$ cat config.mk
export PLATFORM = sky130hd
export DESIGN_NAME = bcrypt_sched
export DESIGN_NICKNAME = d
export VERILOG_FILES = /design/src/rtl/bcrypt_pkg.sv /design/src/rtl/bcrypt_bram_mux.sv /design/src/rtl/bcrypt_sched.sv
export SDC_FILE = /design/constraint.sdc
export NUM_CORES = 1
export LEC_CHECK = 0
export ABC_AREA = 0
export CAP_MARGIN = 40
export CORE_AREA = 2 2 302 304
export DETAILED_ROUTE_END_ITERATION = 10
export DIE_AREA = 0 0 304 306
export SYNTH_ARGS = -nofsm -noshare
export SYNTH_HDL_FRONTEND = slang
export SYNTH_HIERARCHICAL = 1
export SYNTH_SLANG_ARGS = --single-unit
$ cat constraint.sdc
create_clock -name clk -period 2.5 [get_ports clk]
set_input_delay 0.5 -clock clk [delete_from_list [all_inputs] [get_ports clk]]
set_output_delay 0.5 -clock clk [all_outputs]
set_load 0.01 [all_outputs]
$ cat src/rtl/bcrypt_pkg.sv
// Shared types and codes for the bcrypt core scheduler.
package bcrypt_pkg;

    // Scheduler states; the encoding doubles as the host-visible phase value.
    typedef enum logic [2:0] {
        ST_IDLE    = 3'd0,
        ST_LOAD    = 3'd1,
        ST_COMPUTE = 3'd2,
        ST_STORE   = 3'd3,
        ST_FINISH  = 3'd4
    } sched_state_t;

    // Done words reported by a core when it finishes a phase step.
    localparam logic [31:0] DONE_LOADED   = 32'h0000_0001;
    localparam logic [31:0] DONE_COMPUTED = 32'h0000_0002;
    localparam logic [31:0] DONE_STORED   = 32'h0000_00FF;

    // Start words driven to a core; START_IDLE holds the core in reset.
    localparam logic [31:0] START_IDLE    = 32'd0;
    localparam logic [31:0] START_LOAD    = 32'd1;
    localparam logic [31:0] START_COMPUTE = 32'd2;
    localparam logic [31:0] START_STORE   = 32'd3;

    // Width of a core index; at least one bit so a single core still has a select.
    function automatic int idx_width(input int n);
        return (n > 1) ? $clog2(n) : 1;
    endfunction

endpackage

$ cat src/rtl/bcrypt_bram_mux.sv
// Routes the granted core's BRAM request onto the shared port A.
// Nothing reaches the port unless a grant is valid.
module bcrypt_bram_mux
    import bcrypt_pkg::*;
#(
    parameter int NUM_CORES    = 4,
    parameter int C_SLV_DWIDTH = 32,
    parameter int C_MST_AWIDTH = 32,
    parameter int IDX_W        = idx_width(NUM_CORES)
) (
    input  logic                              grant_valid,
    input  logic [IDX_W-1:0]                  grant_idx,
    input  logic [NUM_CORES*4-1:0]            core_we,
    input  logic [NUM_CORES*C_MST_AWIDTH-1:0] core_addr,
    input  logic [NUM_CORES*C_SLV_DWIDTH-1:0] core_wrdata,
    output logic [3:0]                        bram_we,
    output logic [C_MST_AWIDTH-1:0]           bram_addr,
    output logic [C_SLV_DWIDTH-1:0]           bram_wrdata
);

    logic [3:0]              we_arr   [NUM_CORES];
    logic [C_MST_AWIDTH-1:0] addr_arr [NUM_CORES];
    logic [C_SLV_DWIDTH-1:0] data_arr [NUM_CORES];

    for (genvar k = 0; k < NUM_CORES; k++) begin : g_unpack
        assign we_arr[k]   = core_we[k*4 +: 4];
        assign addr_arr[k] = core_addr[k*C_MST_AWIDTH +: C_MST_AWIDTH];
        assign data_arr[k] = core_wrdata[k*C_SLV_DWIDTH +: C_SLV_DWIDTH];
    end

    // Select the granted slice, otherwise park the port at all-zero.
    always_comb begin
        bram_we     = '0;
        bram_addr   = '0;
        bram_wrdata = '0;
        if (grant_valid && (int'(grant_idx) < NUM_CORES)) begin
            bram_we     = we_arr[grant_idx];
            bram_addr   = addr_arr[grant_idx];
            bram_wrdata = data_arr[grant_idx];
        end
    end

endmodule

$ cat src/rtl/bcrypt_sched.sv
// Job scheduler for a bank of bcrypt_loop cores sharing one BRAM port.
//
// state      | meaning
// -----------+------------------------------------------------------------
// ST_IDLE    | waiting for host_go; all cores held in reset (start=0)
// ST_LOAD    | cores loaded one at a time, ascending, with exclusive BRAM
// ST_COMPUTE | all active cores run together, no BRAM access
// ST_STORE   | cores stored one at a time, ascending, with exclusive BRAM
// ST_FINISH  | one cycle: starts dropped, host_done unless watchdog fired
module bcrypt_sched
    import bcrypt_pkg::*;
#(
    parameter int                   NUM_CORES      = 4,
    parameter int                   C_SLV_DWIDTH   = 32,
    parameter int                   C_MST_AWIDTH   = 32,
    parameter int                   TIMEOUT_W      = 32,
    parameter logic [TIMEOUT_W-1:0] TIMEOUT_CYCLES = TIMEOUT_W'(32'hFFFF_FFF0)
) (
    input  logic                              clk,
    input  logic                              rst,
    input  logic                              host_go,
    input  logic [NUM_CORES-1:0]              active_mask,
    output logic                              host_busy,
    output logic                              host_done,
    output logic                              host_error,
    output logic [2:0]                        phase,
    output logic [NUM_CORES*C_SLV_DWIDTH-1:0] core_start,
    input  logic [NUM_CORES*C_SLV_DWIDTH-1:0] core_done,
    input  logic [NUM_CORES*4-1:0]            core_we,
    input  logic [NUM_CORES*C_MST_AWIDTH-1:0] core_addr,
    input  logic [NUM_CORES*C_SLV_DWIDTH-1:0] core_wrdata,
    output logic [NUM_CORES*C_SLV_DWIDTH-1:0] core_rddata,
    output logic [3:0]                        BRAM_WE_A,
    output logic [C_MST_AWIDTH-1:0]           BRAM_Addr_A,
    output logic [C_SLV_DWIDTH-1:0]           BRAM_WrData_A,
    input  logic [C_SLV_DWIDTH-1:0]           BRAM_RdData_A
);

    localparam int                   IDX_W   = idx_width(NUM_CORES);
    localparam logic [TIMEOUT_W-1:0] WD_LAST = TIMEOUT_CYCLES - 1'b1;

    sched_state_t            state_q, state_d;
    logic [NUM_CORES-1:0]    mask_q, mask_d;
    logic                    grant_valid_q, grant_valid_d;
    logic [IDX_W-1:0]        grant_idx_q, grant_idx_d;
    logic [TIMEOUT_W-1:0]    wd_q, wd_d;
    logic                    error_q, error_d;

    logic [C_SLV_DWIDTH-1:0] done_arr [NUM_CORES];
    logic [NUM_CORES-1:0]    sel_mask;
    logic                    next_found;
    logic [IDX_W-1:0]        next_idx;
    logic [IDX_W-1:0]        first_idx;
    logic                    all_computed;
    logic [C_SLV_DWIDTH-1:0] step_code;

    for (genvar k = 0; k < NUM_CORES; k++) begin : g_done
        assign done_arr[k] = core_done[k*C_SLV_DWIDTH +: C_SLV_DWIDTH];
    end

    // The read port is shared, so every core sees the same read data.
    assign core_rddata = {NUM_CORES{BRAM_RdData_A}};

    // In IDLE the first grant must come from the mask being accepted this cycle.
    assign sel_mask = (state_q == ST_IDLE) ? active_mask : mask_q;

    // Priority encoders: lowest active core overall, and lowest one above the current grant.
    always_comb begin
        first_idx  = '0;
        next_idx   = '0;
        next_found = 1'b0;
        for (int k = NUM_CORES - 1; k >= 0; k--) begin
            if (sel_mask[k]) begin
                first_idx = IDX_W'(k);
            end
            if (mask_q[k] && (IDX_W'(k) > grant_idx_q)) begin
                next_idx   = IDX_W'(k);
                next_found = 1'b1;
            end
        end
    end

    // Compute ends only when every active core shows its compute-done word at once.
    always_comb begin
        all_computed = 1'b1;
        for (int k = 0; k < NUM_CORES; k++) begin
            if (mask_q[k] && (done_arr[k] != C_SLV_DWIDTH'(DONE_COMPUTED))) begin
                all_computed = 1'b0;
            end
        end
    end

    // Next-state logic for sequencing, grants and the per-step watchdog.
    always_comb begin
        state_d       = state_q;
        mask_d        = mask_q;
        grant_valid_d = grant_valid_q;
        grant_idx_d   = grant_idx_q;
        wd_d          = '0;
        error_d       = error_q;
        step_code     = (state_q == ST_STORE) ? C_SLV_DWIDTH'(DONE_STORED)
                                              : C_SLV_DWIDTH'(DONE_LOADED);
        case (state_q)
            ST_IDLE: begin
                grant_valid_d = 1'b0;
                if (host_go) begin
                    mask_d  = active_mask;
                    error_d = 1'b0;
                    if (active_mask == '0) begin
                        state_d = ST_FINISH;
                    end else begin
                        state_d       = ST_LOAD;
                        grant_idx_d   = first_idx;
                        grant_valid_d = 1'b1;
                    end
                end
            end
            ST_LOAD, ST_STORE: begin
                wd_d = wd_q + 1'b1;
                if (grant_valid_q && (done_arr[grant_idx_q] == step_code)) begin
                    // Drop the grant for one cycle so two cores never overlap on the port.
                    grant_valid_d = 1'b0;
                    wd_d          = '0;
                end else if (wd_q == WD_LAST) begin
                    error_d       = 1'b1;
                    grant_valid_d = 1'b0;
                    state_d       = ST_FINISH;
                end else if (!grant_valid_q) begin
                    if (next_found) begin
                        grant_idx_d   = next_idx;
                        grant_valid_d = 1'b1;
                    end else begin
                        wd_d    = '0;
                        state_d = (state_q == ST_LOAD) ? ST_COMPUTE : ST_FINISH;
                    end
                end
            end
            ST_COMPUTE: begin
                wd_d = wd_q + 1'b1;
                if (all_computed) begin
                    state_d       = ST_STORE;
                    grant_idx_d   = first_idx;
                    grant_valid_d = 1'b1;
                    wd_d          = '0;
                end else if (wd_q == WD_LAST) begin
                    error_d = 1'b1;
                    state_d = ST_FINISH;
                end
            end
            ST_FINISH: begin
                grant_valid_d = 1'b0;
                state_d       = ST_IDLE;
            end
            default: begin
                grant_valid_d = 1'b0;
                state_d       = ST_IDLE;
            end
        endcase
    end

    // State and job registers with synchronous reset.
    always_ff @(posedge clk) begin
        if (rst) begin
            state_q       <= ST_IDLE;
            mask_q        <= '0;
            grant_valid_q <= 1'b0;
            grant_idx_q   <= '0;
            wd_q          <= '0;
            error_q       <= 1'b0;
        end else begin
            state_q       <= state_d;
            mask_q        <= mask_d;
            grant_valid_q <= grant_valid_d;
            grant_idx_q   <= grant_idx_d;
            wd_q          <= wd_d;
            error_q       <= error_d;
        end
    end

    // Start words: finished cores keep their code so they are not reset by start=0.
    always_comb begin
        logic [31:0] sw;
        core_start = '0;
        for (int k = 0; k < NUM_CORES; k++) begin
            sw = START_IDLE;
            if (mask_q[k]) begin
                case (state_q)
                    ST_LOAD:    sw = (IDX_W'(k) <= grant_idx_q) ? START_LOAD : START_IDLE;
                    ST_COMPUTE: sw = START_COMPUTE;
                    ST_STORE:   sw = (IDX_W'(k) <= grant_idx_q) ? START_STORE : START_COMPUTE;
                    default:    sw = START_IDLE;
                endcase
            end
            core_start[k*C_SLV_DWIDTH +: C_SLV_DWIDTH] = C_SLV_DWIDTH'(sw);
        end
    end

    assign phase      = state_q;
    assign host_busy  = (state_q == ST_LOAD) || (state_q == ST_COMPUTE) || (state_q == ST_STORE);
    assign host_done  = (state_q == ST_FINISH) && !error_q;
    assign host_error = error_q;

    bcrypt_bram_mux #(
        .NUM_CORES    (NUM_CORES),
        .C_SLV_DWIDTH (C_SLV_DWIDTH),
        .C_MST_AWIDTH (C_MST_AWIDTH),
        .IDX_W        (IDX_W)
    ) u_bram_mux (
        .grant_valid (grant_valid_q),
        .grant_idx   (grant_idx_q),
        .core_we     (core_we),
        .core_addr   (core_addr),
        .core_wrdata (core_wrdata),
        .bram_we     (BRAM_WE_A),
        .bram_addr   (BRAM_Addr_A),
        .bram_wrdata (BRAM_WrData_A)
    );

endmodule

== Word-level counts from Yosys, hierarchy flattened ==
Index checks and enable logic that the tools add are counted.

* Register bits: 43
* Input port bits: 439
* Output and inout port bits: 330
* Word-level logic and storage cells: 145

* Add/subtract/negate cells: 1
* Order comparisons: 9
* Equal/unequal tests: 21
* Mux-type cells: 86
* Bitwise gates (word level): 1
* Reductions and logical operators: 21

{| class="wikitable"
|+ Operator list
! kind !! number
|-
| $mux W32 || 13
|-
| $bmux W32 S2 || 3
|-
| $ne A32 B2 Y1 const B || 4
|-
| $pmux W32 S2 || 1
|-
| $mux W2 || 19
|-
| $add A32 B1 Y32 const B || 1
|-
| $eq A32 B32 Y1 const B || 1
|-
| $eq A32 B8 Y1 || 1
|-
| $pmux W2 S3 || 5
|-
| $mux W1 || 27
|-
| $mux W3 || 9
|-
| $mux W4 || 4
|-
| $ne A2 B2 Y1 const B || 8
|-
| $logic_and A1 B1 Y1 || 10
|-
| $ne A3 B3 Y1 const B || 3
|-
| $pmux W3 S3 || 1
|-
| $bmux W4 S2 || 1
|-
| $mux W8 || 1
|-
| $reduce_and A8 Y1 || 1
|-
| $eq A3 B2 Y1 const B || 2
|-
| $pmux W1 S3 || 2
|-
| $reduce_and A5 Y1 || 1
|-
| $gt A1 B2 Y1 const A || 2
|-
| $gt A2 B2 Y1 const A || 2
|-
| other kinds (14) || 17
|}

== Longest topological paths before layout ==
* Depth after elaboration: 11
* Depth in mapped cells: 10
* Mapped depth without buffers: 8

== By module ==
The synthesis kept the hierarchy.

{| class="wikitable"
|+ By module, submodules not included
! module !! instances !! cells an instance !! area each (µm²) !! sequential area each (µm²)
|-
| bcrypt_sched || 1 || 591 || 4684.5 || 860.8
|-
| bcrypt_bram_mux || 1 || 236 || 2015.7 || 0.0
|}

== Worst setup path before layout ==
Ideal clock, no wire load.

* Path type: register -> register
* Start: register grant_idx_q[0]
* End: register wd_q[11]
* Library setup time: 115 ps
* Data arrival time: 2342 ps
* Data required time: 2385 ps
* Path slack: 42 ps
* Cell stages (with the launch flop): 10
* Buffers on the path: 2
* Period minus slack after synthesis: 2458 ps
* Cells stage by stage: dfxtp_1 buf_6 mux4_1 nor3_2 a2bb2oi_1 or3_4 o22a_1 o211ai_4 buf_6 nor2_2

* Cells in the longest elaborated chain, start to end: 11
* Elaborated cells on any way between the ends: 23
* Classes of those cells: order compare (4); eq/ne (1); mux (12); bitwise (1); reduce/logical (5)

{| class="wikitable"
|+ RTL lines
! item !! line !! RTL
|-
| start, declared || bcrypt_sched.sv:45 || <nowiki>logic [IDX_W-1:0] grant_idx_q, grant_idx_d;</nowiki>
|-
| start signal, assigned || bcrypt_sched.sv:174 || <nowiki>grant_idx_q <= grant_idx_d;</nowiki>
|-
| $gt A2 B2 Y1 || bcrypt_sched.sv:76 || <nowiki>if (mask_q[k] && (IDX_W'(k) > grant_idx_q)) begin</nowiki>
|-
| $logic_and A1 B1 Y1 || bcrypt_sched.sv:76 ||
|-
| $mux W1 (4 in a row) || bcrypt_sched.sv:76 ||
|-
| $mux W32 || bcrypt_sched.sv:129 || <nowiki>if (next_found) begin</nowiki>
|-
| $mux W32 || bcrypt_sched.sv:128 || <nowiki>end else if (!grant_valid_q) begin</nowiki>
|-
| $mux W32 || bcrypt_sched.sv:124 || <nowiki>end else if (wd_q == WD_LAST) begin</nowiki>
|-
| $mux W32 * || bcrypt_sched.sv:120 || <nowiki>if (grant_valid_q && (done_arr[grant_idx_q] == step_code)) begin</nowiki>
|-
| $pmux W32 S2 * || bcrypt_sched.sv:103 || <nowiki>case (state_q)</nowiki>
|-
| end signal, assigned || bcrypt_sched.sv:175 || <nowiki>wd_q <= wd_d;</nowiki>
|-
| end, declared || bcrypt_sched.sv:46 || <nowiki>logic [TIMEOUT_W-1:0] wd_q, wd_d;</nowiki>
|}

Mark *: on every way between the ends. The rest lies on a longest branch, timed or not. The select of a mux whose other input is x is not followed.
A chain may end at the register's enable or synchronous reset.

== Worst setup path in the final report ==
* Start: input port core_done[101]
* End: register wd_q[5]

* Cells in the longest elaborated chain, start to end: 7
* Elaborated cells on any way between the ends: 11
* Classes of those cells: eq/ne (2); mux (7); reduce/logical (2)

{| class="wikitable"
|+ RTL lines
! item !! line !! RTL
|-
| start, declared || bcrypt_sched.sv:28 || <nowiki>input logic [NUM_CORES*C_SLV_DWIDTH-1:0] core_done,</nowiki>
|-
| $bmux W32 S2 || bcrypt_sched.sv:120 ||
|-
| $mux W32 (not written as such) (2 in a row) || bcrypt_sched.sv:120 ||
|-
| $eq A32 B8 Y1 || bcrypt_sched.sv:120 ||
|-
| $logic_and A1 B1 Y1 || bcrypt_sched.sv:120 ||
|-
| $mux W32 || bcrypt_sched.sv:120 ||
|-
| $pmux W32 S2 * || bcrypt_sched.sv:103 ||
|}

Marked as above.

==> reports/results.txt <==
The largest area contributor in the synthesized netlist was sky130_fd_sc_hd__buf_4. The post-synthesis share of cell area spent on full adders, half adders and majority gates is 0.187%. The launch point of the critical path is core_done[101]. A synthesized cell averages 8.10 µm². The logs give -156 ps for the post-route worst setup slack and 10.5 ps for the worst clock skew on the final layout. The path type of the worst setup path is in2reg. The number of hold-slack violations in the final timing report was 0; the residual antenna-violating net count after detailed routing was 0.

The most common library cell in the layout ignoring fill and taps was sky130_fd_sc_hd__clkdlybuf4s50_1. The worst register-to-register path ends at wd_q[5]. The signal on the critical path passes through clkdlybuf4s15_1, mux4_2, a211oi_2, a2bb2oi_1, or3_4, o22a_1, o211ai_4, buf_6, buf_16, nor2_1. Row generation in the floorplan step produced 110 rows. Among all flip-flop cells after synthesis, the most frequent one is sky130_fd_sc_hd__dfxtp_1. The fraction of layout instances using a drive strength above 1 came out at 17.0%.

The CTS clock-pin slew for the worst setup and hold paths came out at 60 ps. The die is 306 µm tall. For the worst setup path, the data required time is 2680 ps. The I/O pin count was 769.

The fraction of the yosys area taken by sequential cells was 12.8%. The core region is 89600 µm². The total leakage power was 4.38 nW; the total routed wirelength was 43.8 mm.

Setup repair after global routing could not meet its margin everywhere. In this run the worst path has a maximum fanout of 8. Clock latency on the worst-skew pair, taken at its later pin, is 290 ps.

Counting every sink on the clock net gives 43. TritonCTS built the clock tree. Sorting the synthesized cells by area gives the leading types as sky130_fd_sc_hd__buf_4 28%, sky130_fd_sc_hd__mux2i_1 21%, sky130_fd_sc_hd__dfxtp_1 13%.

The xor and xnor area share after synthesis works out to 3.92%. The total buffers and inverters traversed by the critical path is 3. The number of distinct library cells after synthesis came out at 55.

At the placement stage, the worst setup path has a slack of -1080 ps. The post-placement cell count came out at 2394. The kind of end point of the critical path was a register. For the final non-filler cell total, the log shows 2414. Relative to the synthesized area, the layout overhead comes to 89.2%. For this run, the share of the core covered by cells in the final layout is 14.2%. The multiplexer share of the synthesized area is 23.9%. In the synthesized netlist the async set-or-reset flop fraction comes to 0%. The clock passes through at most 2 buffers. The reg-to-reg setup timing slack came out at -130 ps.

Post-detailed-route DRC marker count: 0. The flow ran to the end, but the final reports show violations. The count of flip-flops with a built-in enable after synthesis works out to 0. The depth of the worst register-to-register path was 10. The die footprint came out at 93000 µm². Global routing finished with a remaining overflow of 0. The congestion estimate from routability-driven global placement came to 0.848. Clock root buffer master: sky130_fd_sc_hd__clkbuf_16. Subtracting the final worst setup slack from the clock period gives 2660 ps. After technology mapping, the gate count stands at 827. Post-synth design cell area: 6700 µm².

The top cell family by delay on the critical path is compound AO/OA/AOI/OAI gates. Summing the areas of all and, or, nand and nor instances in the mapped netlist gives 15.2% of the synthesized area. The final reports fail on negative setup slack. The worst setup path is launched from an input pin. The largest single stage delay on the critical path is 590 ps. The Yosys step of the flow raised 6 warnings.

The first global-routing pass estimated 55.9 mm of wire. Setup violations remaining at the end of the flow were counted as 34. Counting the fill cells in the layout gives 10200. In this run the horizontal extent of the chip is 304 µm. In this run the most critical hold path is launched from wd_q[0]. The worst register-to-register path begins at grant_idx_q[0]. Once the floorplan was initialized, standard cells occupied 7.48% of the core.

The detailed router finished its first iteration with 412 violations. The run gives 376 MHz as the maximum frequency from static timing analysis. The count of pins over their slew limit came out at 0. Register bit count reported by yosys: 43. In the layout the commonest cells are 385 x sky130_fd_sc_hd__clkdlybuf4s50_1, 132 x sky130_fd_sc_hd__mux2i_1, 120 x sky130_fd_sc_hd__conb_1, 69 x sky130_fd_sc_hd__buf_4, 62 x sky130_fd_sc_hd__o22ai_1. Summing the areas of all compound-gate instances in the mapped netlist gives 10.9% of the synthesized area. The average via count per standard cell was 3.04; the TritonCTS buffer count was 5. The run gives 7033 as the number of global-route vias before repair. The critical path crosses 10 cells after its start point.

In the final routed layout, each cell accounts on average for 18.1 µm. The number of antenna violations at the first check in global routing is 15. In this run the worst setup path terminates at wd_q[5]. The min-delay analysis places its worst path in the category reg2reg. The total power density per cell area is 528 nW/µm², and the number of port buffers is 488. For this run, the total global-route usage over all layers was measured as 8.55%.

The cell with the largest stage delay on the worst path was sky130_fd_sc_hd__mux4_2. The total via count in the routed design is 7336. Detailed placement ended at an HPWL of 38.0 mm. The synthesized design devotes to its leading area cell type 28.5% of total area. Total power for the finished layout comes to 6.70 mW. Combinational family with the most area after synthesis: buffers and inverters. The logs give 0 for the max-cap check violation count and 2 for the maximum level of the CTS H-tree. Entering global routing, the biggest net connects 51 pins.

At the worst endpoint, the arrival time is 2840 ps. Number of nets at the end of the flow: 1674. The largest vdd supply drop came out at 0.000262 V. For this run, the detailed router's first-pass iteration total came to 4. Of the available clock period, the critical path in the final layout requires 106%.
## timing repair
item                       4_1_cts  5_1_grt
pin swaps                       12       10
hold buffers                     0        0
buffers inserted                 3        3
setup endpoints to repair       94       53
gates cloned                     2        3
resized for setup              135       91
## state kept, by name, summed over array words and instances (netlist names)
name           cells
wd_q              32
mask_q             4
phase              3
grant_idx_q        2
grant_valid_q      1
host_error         1
## worst register-to-register path: stages (launching register included)
cell	delay (ps)
sky130_fd_sc_hd__dfxtp_4	360
sky130_fd_sc_hd__buf_12	130
sky130_fd_sc_hd__mux4_2	570
sky130_fd_sc_hd__a211oi_2	230
sky130_fd_sc_hd__a2bb2oi_1	80
sky130_fd_sc_hd__or3_4	360
sky130_fd_sc_hd__o22a_1	240
sky130_fd_sc_hd__o211ai_4	230
sky130_fd_sc_hd__buf_6	150
sky130_fd_sc_hd__buf_16	120
sky130_fd_sc_hd__nor2_1	40
## where the power goes
part / internal, mW / switching [mW] / total [mW] / leakage (nW)
registers: 0.741 / 0.0755 / 0.817 / 0.349
clock network: 0.368 / 0.273 / 0.641 / 0.0658
logic: 2.66 / 2.58 / 5.24 / 3.97
total: 3.77 / 2.93 / 6.70 / 4.38
## metal layers
layer / global-route usage [%] / vias to the layer above / routed length, µm
met1: 10.2 / 3319 / 17800
met2: 11.4 / 534 / 16900
li1: - / 3419 / -
met3: 7.42 / 46 / 8090
met5: 0.207 / - / 124
met4: 1.55 / 18 / 857
## synth_stat cells (all sizes together), types with 3 or more instances
cell,n
nor2,60
and2,7
or3,3
o21ai,9
inv,11
xnor2,18
nand2b,5
mux2i,141
and3,9
o21a,3
nand3,10
nor4b,5
mux4,8
nand4,15
nor4,33
clkbuf,23
o22ai,71
and4,3
a211oi,4
buf,271
dfxtp,43
a21oi,9
nor3,13
nor2b,3
nand2,17
xor2,12
## layout make-up
type / instances / area, µm² / area share [%]
antenna: 3 / 7.51 / 0.0592
clock buffer: 5 / 125 / 0.987
clock inverter: 3 / 20.0 / 0.158
inverter: 11 / 41.3 / 0.326
multi-input combinational: 598 / 4400 / 34.7
sequential: 43 / 868 / 6.85
tap: 1176 / 1470 / 11.6
timing repair buffer: 575 / 5750 / 45.3
## how the worst min path moves through the flow
stage,to,cells after the start
floorplan,wd_q[0],1
global placement,wd_q[0],1
detailed placement,wd_q[0],1
CTS,wd_q[0],1
global route,wd_q[0],1
finish,wd_q[0],1
## cells by family after synthesis
| group | count (synthesis) |
|---|---|
| AO/OA/AOI/OAI | 110 |
| XOR/XNOR | 30 |
| adder cells (fa/ha/maj) | 1 |
| buffers and inverters | 305 |
| flip-flops | 43 |
| multiplexers | 149 |
| other | 1 |
| AND/OR/NAND/NOR | 188 |
## stage by stage
stage                     area (µm²)  setup TNS, ps  hold WS (ps)
after global routing           12700          -6040           485
after floorplan                 7150              0           423
after CTS                      12500          -6160           461
after global placement         12100         -53360           437
after detailed placement       12100         -35310           445
final                          12700          -4140           456
(Power assumes the default switching activity.)
